**src/rtl/aesl_deadlock_report_ctrl_if.sv**
```systemverilog
// Report channel between the deadlock supervisor and the testbench log sink.
// The supervisor drives one entry at a time. The sink accepts it with rpt_ready.
interface aesl_deadlock_report_ctrl_if #(
  parameter int IDX_W  = 1,
  parameter int INFO_W = 1
);
  logic              rpt_valid;
  logic              rpt_ready;
  logic [IDX_W-1:0]  rpt_idx;
  logic [INFO_W-1:0] rpt_info;
  logic              rpt_last;

  modport master (
    output rpt_valid,
    output rpt_idx,
    output rpt_info,
    output rpt_last,
    input  rpt_ready
  );

  modport slave (
    input  rpt_valid,
    input  rpt_idx,
    input  rpt_info,
    input  rpt_last,
    output rpt_ready
  );
endinterface

```
**src/rtl/aesl_deadlock_report_ctrl.sv**
```systemverilog
// Deadlock supervisor for the dataflow-region monitors.
// The supervisor arms on ap_start and requires a block flag to persist for
// CONFIRM_CYCLES cycles in a row. It then snapshots the blocked monitors and
// their info, and reports each of them serially on the rpt channel.
// After the final entry is accepted, it holds a sticky sim_abort until reset.
module aesl_deadlock_report_ctrl #(
  parameter int NUM_MON        = 2,
  parameter int INFO_W         = 1,
  parameter int IDX_W          = 1,
  parameter int CONFIRM_CYCLES = 4
) (
  input  logic                      clock,
  input  logic                      reset,
  input  logic                      ap_start,
  input  logic                      ap_done,
  input  logic [NUM_MON-1:0]        mon_block,
  input  logic [NUM_MON*INFO_W-1:0] mon_axis_info,
  aesl_deadlock_report_ctrl_if.master rpt,
  output logic                      deadlock,
  output logic                      sim_abort
);

  localparam int CNT_W = $clog2(CONFIRM_CYCLES + 1);

  typedef enum logic [2:0] {IDLE, ARMED, CONFIRM, REPORT, HALT} state_t;

  state_t                    state, state_next;
  logic [CNT_W-1:0]          cnt, cnt_next;
  logic [NUM_MON-1:0]        pending, pending_next;
  logic [NUM_MON*INFO_W-1:0] info_regs, info_next;

  logic                      valid_q, last_q, deadlock_q, abort_q;
  logic [IDX_W-1:0]          idx_q;
  logic [INFO_W-1:0]         info_q;

  logic                      any_block, snapshot, accept;
  logic [IDX_W-1:0]          sel_idx;
  logic [INFO_W-1:0]         sel_info;
  logic                      sel_last;

  assign any_block = |mon_block;
  assign accept    = valid_q & rpt.rpt_ready;

  assign rpt.rpt_valid = valid_q;
  assign rpt.rpt_idx   = idx_q;
  assign rpt.rpt_info  = info_q;
  assign rpt.rpt_last  = last_q;
  assign deadlock      = deadlock_q;
  assign sim_abort     = abort_q;

  // Next-state logic: persistence counting, snapshot on the confirming edge, report draining
  always_comb begin
    state_next   = state;
    cnt_next     = cnt;
    pending_next = pending;
    info_next    = info_regs;
    snapshot     = 1'b0;
    case (state)
      IDLE: begin
        if (ap_start) state_next = ARMED;
      end
      ARMED: begin
        if (ap_done) begin
          state_next = IDLE;
        end else if (any_block) begin
          if (CONFIRM_CYCLES == 1) begin
            snapshot = 1'b1;
          end else begin
            state_next = CONFIRM;
            cnt_next   = CNT_W'(1);
          end
        end
      end
      CONFIRM: begin
        if (ap_done) begin
          state_next = IDLE;
          cnt_next   = '0;
        end else if (!any_block) begin
          state_next = ARMED;
          cnt_next   = '0;
        end else if (cnt == CNT_W'(CONFIRM_CYCLES - 1)) begin
          snapshot = 1'b1;
        end else begin
          cnt_next = cnt + CNT_W'(1);
        end
      end
      REPORT: begin
        if (accept) begin
          pending_next = pending & ~(NUM_MON'(1) << idx_q);
          if (last_q) state_next = HALT;
        end
      end
      HALT: begin
        state_next = HALT;
      end
      default: state_next = IDLE;
    endcase
    if (snapshot) begin
      state_next   = REPORT;
      cnt_next     = '0;
      pending_next = mon_block;
      info_next    = mon_axis_info;
    end
  end

  // Pick the lowest pending monitor so the registered entry is ready the cycle it is needed
  always_comb begin
    sel_idx  = '0;
    sel_info = '0;
    for (int i = NUM_MON - 1; i >= 0; i--) begin
      if (pending_next[i]) begin
        sel_idx  = IDX_W'(i);
        sel_info = info_next[i*INFO_W +: INFO_W];
      end
    end
    sel_last = ($countones(pending_next) == 1);
  end

  // State and registered outputs; a synchronous reset clears everything, even mid-report
  always_ff @(posedge clock) begin
    if (reset) begin
      state      <= IDLE;
      cnt        <= '0;
      pending    <= '0;
      info_regs  <= '0;
      valid_q    <= 1'b0;
      idx_q      <= '0;
      info_q     <= '0;
      last_q     <= 1'b0;
      deadlock_q <= 1'b0;
      abort_q    <= 1'b0;
    end else begin
      state      <= state_next;
      cnt        <= cnt_next;
      pending    <= pending_next;
      info_regs  <= info_next;
      valid_q    <= (state_next == REPORT);
      idx_q      <= (state_next == REPORT) ? sel_idx  : '0;
      info_q     <= (state_next == REPORT) ? sel_info : '0;
      last_q     <= (state_next == REPORT) ? sel_last : 1'b0;
      deadlock_q <= deadlock_q | snapshot;
      abort_q    <= (state_next == HALT);
    end
  end

endmodule

```
**src/flat_wrapper.sv**
```systemverilog
// flat-port wrapper written by rule: the top's interface ports become plain ports
module aesl_deadlock_report_ctrl_flat 
#(
  parameter int NUM_MON        = 2,
  parameter int INFO_W         = 1,
  parameter int IDX_W          = 1,
  parameter int CONFIRM_CYCLES = 4
)
  (clock, reset, ap_start, ap_done, mon_block, mon_axis_info, deadlock, sim_abort, rpt_rpt_valid, rpt_rpt_idx, rpt_rpt_info, rpt_rpt_last, rpt_rpt_ready);
  aesl_deadlock_report_ctrl_if #(.IDX_W(IDX_W), .INFO_W(INFO_W)) rpt_i ();
  input  logic clock;
  input  logic reset;
  input  logic ap_start;
  input  logic ap_done;
  input  logic [NUM_MON-1:0] mon_block;
  input  logic [NUM_MON*INFO_W-1:0] mon_axis_info;
  output logic deadlock;
  output logic sim_abort;
  output wire logic [$bits(rpt_i.rpt_valid)-1:0] rpt_rpt_valid;
  output wire logic [$bits(rpt_i.rpt_idx)-1:0] rpt_rpt_idx;
  output wire logic [$bits(rpt_i.rpt_info)-1:0] rpt_rpt_info;
  output wire logic [$bits(rpt_i.rpt_last)-1:0] rpt_rpt_last;
  input wire logic [$bits(rpt_i.rpt_ready)-1:0] rpt_rpt_ready;
  assign rpt_rpt_valid = rpt_i.rpt_valid;
  assign rpt_rpt_idx = rpt_i.rpt_idx;
  assign rpt_rpt_info = rpt_i.rpt_info;
  assign rpt_rpt_last = rpt_i.rpt_last;
  assign rpt_i.rpt_ready = rpt_rpt_ready;
  aesl_deadlock_report_ctrl #(.NUM_MON(NUM_MON), .INFO_W(INFO_W), .IDX_W(IDX_W), .CONFIRM_CYCLES(CONFIRM_CYCLES)) u_core (.clock(clock), .reset(reset), .ap_start(ap_start), .ap_done(ap_done), .mon_block(mon_block), .mon_axis_info(mon_axis_info), .rpt(rpt_i), .deadlock(deadlock), .sim_abort(sim_abort));
endmodule
```
**config.mk**
```make
export PLATFORM = sky130hd
export DESIGN_NAME = aesl_deadlock_report_ctrl_flat
export DESIGN_NICKNAME = d
export VERILOG_FILES = /design/src/rtl/aesl_deadlock_report_ctrl_if.sv /design/src/rtl/aesl_deadlock_report_ctrl.sv /design/src/flat_wrapper.sv
export SDC_FILE = /design/constraint.sdc
export NUM_CORES = 1
export LEC_CHECK = 0
export BUFFER_PORTS_ARGS = -buffer_cell sky130_fd_sc_hd__buf_2
export CAP_MARGIN = 5
export CORE_UTILIZATION = 45
export CTS_CLUSTER_DIAMETER = 100
export DETAILED_ROUTE_END_ITERATION = 12
export PLACE_DENSITY = 0.67
export SLEW_MARGIN = 25
export SYNTH_ARGS = -nofsm -noshare
export SYNTH_HDL_FRONTEND = slang
export SYNTH_SLANG_ARGS = --single-unit
export TNS_END_PERCENT = 10
```
**constraint.sdc**
```tcl
create_clock -name clock -period 2.2 [get_ports clock]
set_input_delay 0.33 -clock clock [delete_from_list [all_inputs] [get_ports clock]]
set_output_delay 0.33 -clock clock [all_outputs]
set_load 0.01 [all_outputs]
```
==> impl_metrics.xml <==
<?xml version="1.0" encoding="UTF-8"?>
<metrics>
  <group name="power_and_ir_drop">
    <metric name="peak_vdd_ir" unit="µV">318</metric>
    <metric name="power_frac_clock" unit="%">30.0</metric>
    <metric name="cellInternalPower" unit="µW">378</metric>
    <metric name="cellLeakagePower" unit="nW">0.342</metric>
    <metric name="finalPower" unit="µW">489</metric>
    <metric name="pwr-share-seq" unit="%">61.5</metric>
    <metric name="combinationalPowerShare" unit="%">8.6</metric>
    <metric name="switching_share" unit="%">22.8</metric>
    <metric name="power_switching" unit="µW">112</metric>
    <metric name="power_density" unit="mW/mm²">533</metric>
  </group>
  <group name="worst_setup_path">
    <metric name="rrSetupSlack" unit="ns">0.49</metric>
    <metric name="critPathCaptureType" unit="">flop</metric>
    <metric name="path_class" unit="">flop to flop</metric>
    <metric name="crit_path_start" unit="">u_core.cnt[0]$_SDFFE_PP0P_</metric>
    <metric name="worst_ep_arrival_time" unit="ns">1.91</metric>
    <metric name="crit_end" unit="">u_core.cnt[1]$_SDFFE_PP0P_</metric>
    <metric name="critical_path.reg2reg.startpoint" unit="">u_core.cnt[0]$_SDFFE_PP0P_</metric>
    <metric name="critPathTopFamily" unit="">compound AO/OA/AOI/OAI gates</metric>
    <metric name="critical_path_peak_fanout" unit="">6</metric>
    <metric name="crit_cells" unit="">6</metric>
    <metric name="critical_path.cell_chain" unit="">ha_1, ha_1, a211o_1, a21oi_2, nand4_1, a211oi_1</metric>
    <metric name="crit_top_cell" unit="">sky130_fd_sc_hd__ha_1</metric>
    <metric name="critical-path-slowest-cell" unit="">sky130_fd_sc_hd__dfxtp_1</metric>
    <metric name="crit_required" unit="ns">2.40</metric>
    <metric name="critPathMaxStageDelay" unit="ns">0.33</metric>
    <metric name="worst-path-buf-inv" unit="">0</metric>
    <metric name="timing.rr.end" unit="">u_core.cnt[1]$_SDFFE_PP0P_</metric>
    <metric name="crit_path_start_kind" unit="">flop</metric>
    <metric name="r2r.worst_path.cells" unit="">6</metric>
  </group>
  <group name="synthesis">
    <metric name="synth-seq-cells" unit="">16</metric>
    <metric name="syn_avg_cell_area" unit="µm²">9.21</metric>
    <metric name="synth_fp_nets" unit="">99</metric>
    <metric name="ys_dominant_reg_cell" unit="">sky130_fd_sc_hd__dfxtp_1</metric>
    <metric name="async_reset_ff_share" unit="%">0</metric>
    <metric name="synthesis.yosys.warnings" unit="">0</metric>
    <metric name="post_synth_edffs" unit="">0</metric>
    <metric name="synth-seq-area-share" unit="%">39.5</metric>
    <metric name="synth_cell_type_count" unit="">36</metric>
    <metric name="synth_instances" unit="">88</metric>
    <metric name="mappedNetlistArea" unit="µm²">811</metric>
  </group>
  <group name="floorplan">
    <metric name="floorplan.die.height" unit="µm">44.4</metric>
    <metric name="rows" unit="">14</metric>
    <metric name="ios" unit="">15</metric>
    <metric name="floorplan_die_area" unit="mm²">0.00198</metric>
    <metric name="placeableCoreArea" unit="mm²">0.00159</metric>
    <metric name="horizontal_die_dimension" unit="µm">44.4</metric>
    <metric name="start_util" unit="%">50.9</metric>
  </group>
  <group name="grt">
    <metric name="pin_count_of_the_biggest_net_entering_global_routing" unit="">13</metric>
    <metric name="grt_pass1_wl" unit="µm">2710</metric>
    <metric name="grt_pass1_vias" unit="">637</metric>
    <metric name="grt_remaining_overflow" unit="">0</metric>
    <metric name="antenna_found_initial" unit="">0</metric>
    <metric name="globalRouteTotalUtil" unit="%">18.8</metric>
  </group>
  <group name="clocking">
    <metric name="cts_repair_resize_count" unit="">0</metric>
    <metric name="cts_sinks" unit="">16</metric>
    <metric name="cts_post_setup_buffers_inserted" unit="">0</metric>
    <metric name="insertion_delay" unit="ns">0.28</metric>
    <metric name="cts_tree" unit="">built</metric>
    <metric name="cts_hold_buf" unit="">0</metric>
    <metric name="clock_tree.buffer_depth" unit="">2</metric>
    <metric name="clock_tree.root_cell" unit="">sky130_fd_sc_hd__clkbuf_4</metric>
    <metric name="tritoncts.num_buffers" unit="">3</metric>
    <metric name="depth_of_the_cts_h_tree" unit="">1</metric>
    <metric name="clk_pin_slew" unit="ns">0.08</metric>
  </group>
  <group name="timing">
    <metric name="timing.final.crit_share" unit="%">77.8</metric>
    <metric name="final_period_minus_worst_setup_slack" unit="ns">1.71</metric>
    <metric name="report.final.slew_viol_count" unit="">0</metric>
    <metric name="fin_skew" unit="ns">0.00162</metric>
    <metric name="unrepaired_setup_endpoints_after_global_routing" unit="">no</metric>
    <metric name="setup_tns" unit="ns">0</metric>
    <metric name="timing.slew.headroom" unit="%">75.2</metric>
    <metric name="report.final.setup_viol" unit="">0</metric>
    <metric name="worst-slew-pin-transition" unit="ns">0.372</metric>
    <metric name="finalHoldViolations" unit="">0</metric>
    <metric name="achievable-frequency" unit="GHz">0.584</metric>
  </group>
  <group name="drt">
    <metric name="initialDrtViolationCount" unit="">14</metric>
    <metric name="firstDrtPassIters" unit="">4</metric>
    <metric name="routed_wirelength" unit="µm">1500</metric>
    <metric name="routed_wire_length_per_instance" unit="µm">11.8</metric>
    <metric name="postRouteAntennaNets" unit="">0</metric>
    <metric name="drc" unit="">0</metric>
    <metric name="routed-via-count" unit="">677</metric>
    <metric name="viasPerCell" unit="">5.33</metric>
  </group>
  <group name="status">
    <metric name="run_status" unit="">complete, no violations</metric>
  </group>
  <group name="hold_path">
    <metric name="hold_path_class" unit="">input pin to flop</metric>
  </group>
  <group name="placed_design">
    <metric name="place.detailed.hpwl" unit="µm">1170</metric>
    <metric name="placedCellCount" unit="">124</metric>
    <metric name="numPortBuffers" unit="">14</metric>
    <metric name="routabilityCongestion" unit="">0.869</metric>
  </group>
  <group name="job">
    <metric name="max-cap-violations" unit="">0</metric>
  </group>
  <group name="layout">
    <metric name="final_layout_size_suffix_gt1_share" unit="%">23.3</metric>
    <metric name="n_antenna_cell" unit="">0</metric>
    <metric name="area_growth_syn_to_layout" unit="%">13.3</metric>
    <metric name="layoutNonFillerInstCount" unit="">127</metric>
    <metric name="fillCellCount" unit="">142</metric>
    <metric name="nets" unit="">116</metric>
  </group>
</metrics>
[how the worst min path moves through the flow]
stage | start | end | cells past startpoint
detailed placement | u_core.deadlock$_SDFF_PP0_ | u_core.deadlock$_SDFF_PP0_ | 2
finish | mon_axis_info[1] | u_core.info_regs[1]$_SDFF_PP0_ | 3
global route | mon_axis_info[1] | u_core.info_regs[1]$_SDFF_PP0_ | 3
CTS | mon_axis_info[1] | u_core.info_regs[1]$_SDFF_PP0_ | 3
floorplan | reset | u_core.info_regs[0]$_SDFF_PP0_ | 1
global placement | u_core.deadlock$_SDFF_PP0_ | u_core.deadlock$_SDFF_PP0_ | 2
[cells by family (layout without fill, tap and decap cells)]
| family | Yosys count | count (layout) | synth area share (%) |
|---|---|---|---|
| simple gates | 40 | 40 | 27.9 |
| compound gates | 17 | 17 | 16.8 |
| flops | 16 | 16 | 39.5 |
| buf+inv | 6 | 21 | 4.17 |
| mux | 5 | 5 | 6.33 |
| fa+ha+maj | 2 | 2 | 3.09 |
| xor+xnor | 2 | 2 | 2.16 |
[cell type report]
class	count	area [µm²]	area share (%)
multi-input cells	66	457	49.7
flip-flops and latches	16	320	34.9
repair buffers	15	77.6	8.45
well taps	24	30.0	3.27
clock buffers	3	22.5	2.45
inverters	3	11.3	1.23
[Yosys cell counts, types with 2 or more instances]
cell | number | area share (%)
sky130_fd_sc_hd__o21ai_0 | 3 | 1.9
sky130_fd_sc_hd__nand3_1 | 4 | 2.5
sky130_fd_sc_hd__dfxtp_1 | 16 | 40
sky130_fd_sc_hd__ha_1 | 2 | 3.1
sky130_fd_sc_hd__nor2b_1 | 2 | 1.5
sky130_fd_sc_hd__or3_1 | 2 | 1.5
sky130_fd_sc_hd__inv_1 | 3 | 1.4
sky130_fd_sc_hd__nand2b_1 | 2 | 1.5
sky130_fd_sc_hd__nand2_1 | 6 | 2.8
sky130_fd_sc_hd__nor3_1 | 7 | 4.3
sky130_fd_sc_hd__nor3b_1 | 2 | 1.9
sky130_fd_sc_hd__a21oi_1 | 3 | 1.9
sky130_fd_sc_hd__a21oi_2 | 2 | 2.2
sky130_fd_sc_hd__nor2_1 | 8 | 3.7
sky130_fd_sc_hd__mux2i_1 | 4 | 4.9
sky130_fd_sc_hd__xnor2_1 | 2 | 2.2
[metal layers]
layer | track usage (%) | up-vias | wire length (µm)
met3 | 2.45 | 4 | 64
met4 | 9.09 | 0 | 26
met5 | 0 | - | 0
met2 | 26.8 | 19 | 627
li1 | - | 343 | -
met1 | 27.6 | 311 | 777
[state kept, by name, indices dropped and copies added, names as in the netlist]
register / flops
u_core.deadlock: 1
u_core.rpt.rpt_info: 1
u_core.rpt.rpt_last: 1
u_core.sim_abort: 1
u_core.info_regs: 2
u_core.state: 3
u_core.pending: 2
u_core.rpt.rpt_valid: 1
u_core.rpt.rpt_idx: 1
u_core.cnt: 3
[tightest hold or removal path, cell delays in order]
cell and delay (ns):
sky130_fd_sc_hd__buf_2 0.09, sky130_fd_sc_hd__mux2i_1 0.06, sky130_fd_sc_hd__nor2_1 0.07
[power groups by stage]
stage	logic [mW]	clock network, mW	registers (mW)
after floorplan	0.0323	0	0.303
after global placement	0.0417	0	0.307
after detailed placement	0.0416	0	0.308
after CTS	0.0418	0.154	0.301
after global routing	0.0482	0.168	0.302
final	0.0419	0.147	0.301
[cell usage in the layout, fill, tap and decap left out, drive strengths merged, types with 2 or more instances in the layout]
| master | instances |
|---|---|
| xnor2 | 2 |
| nor3 | 7 |
| ha | 2 |
| a21oi | 5 |
| buf | 15 |
| nand2b | 2 |
| nand3 | 4 |
| mux2i | 4 |
| nor3b | 2 |
| o21ai | 3 |
| clkbuf | 3 |
| nor2b | 2 |
| or3 | 2 |
| nor2 | 8 |
| dfxtp | 16 |
| inv | 3 |
| nand2 | 6 |
[stage by stage]
stage | hold slack [ns] | area [µm²] | utilization [%] | setup WS [ns]
2_1_floorplan | 0.402 | 811 | - | 0.598
3_3_place_gp | 0.445 | 896 | 56.2 | 0.557
3_5_place_dp | 0.460 | 896 | 56.2 | 0.488
4_1_cts | 0.304 | 918 | 57.6 | 0.479
5_1_grt | 0.319 | 918 | 57.6 | 0.331
6_report | 0.305 | 918 | 57.6 | 0.489
No activity file was read; power rests on OpenSTA's default activity.
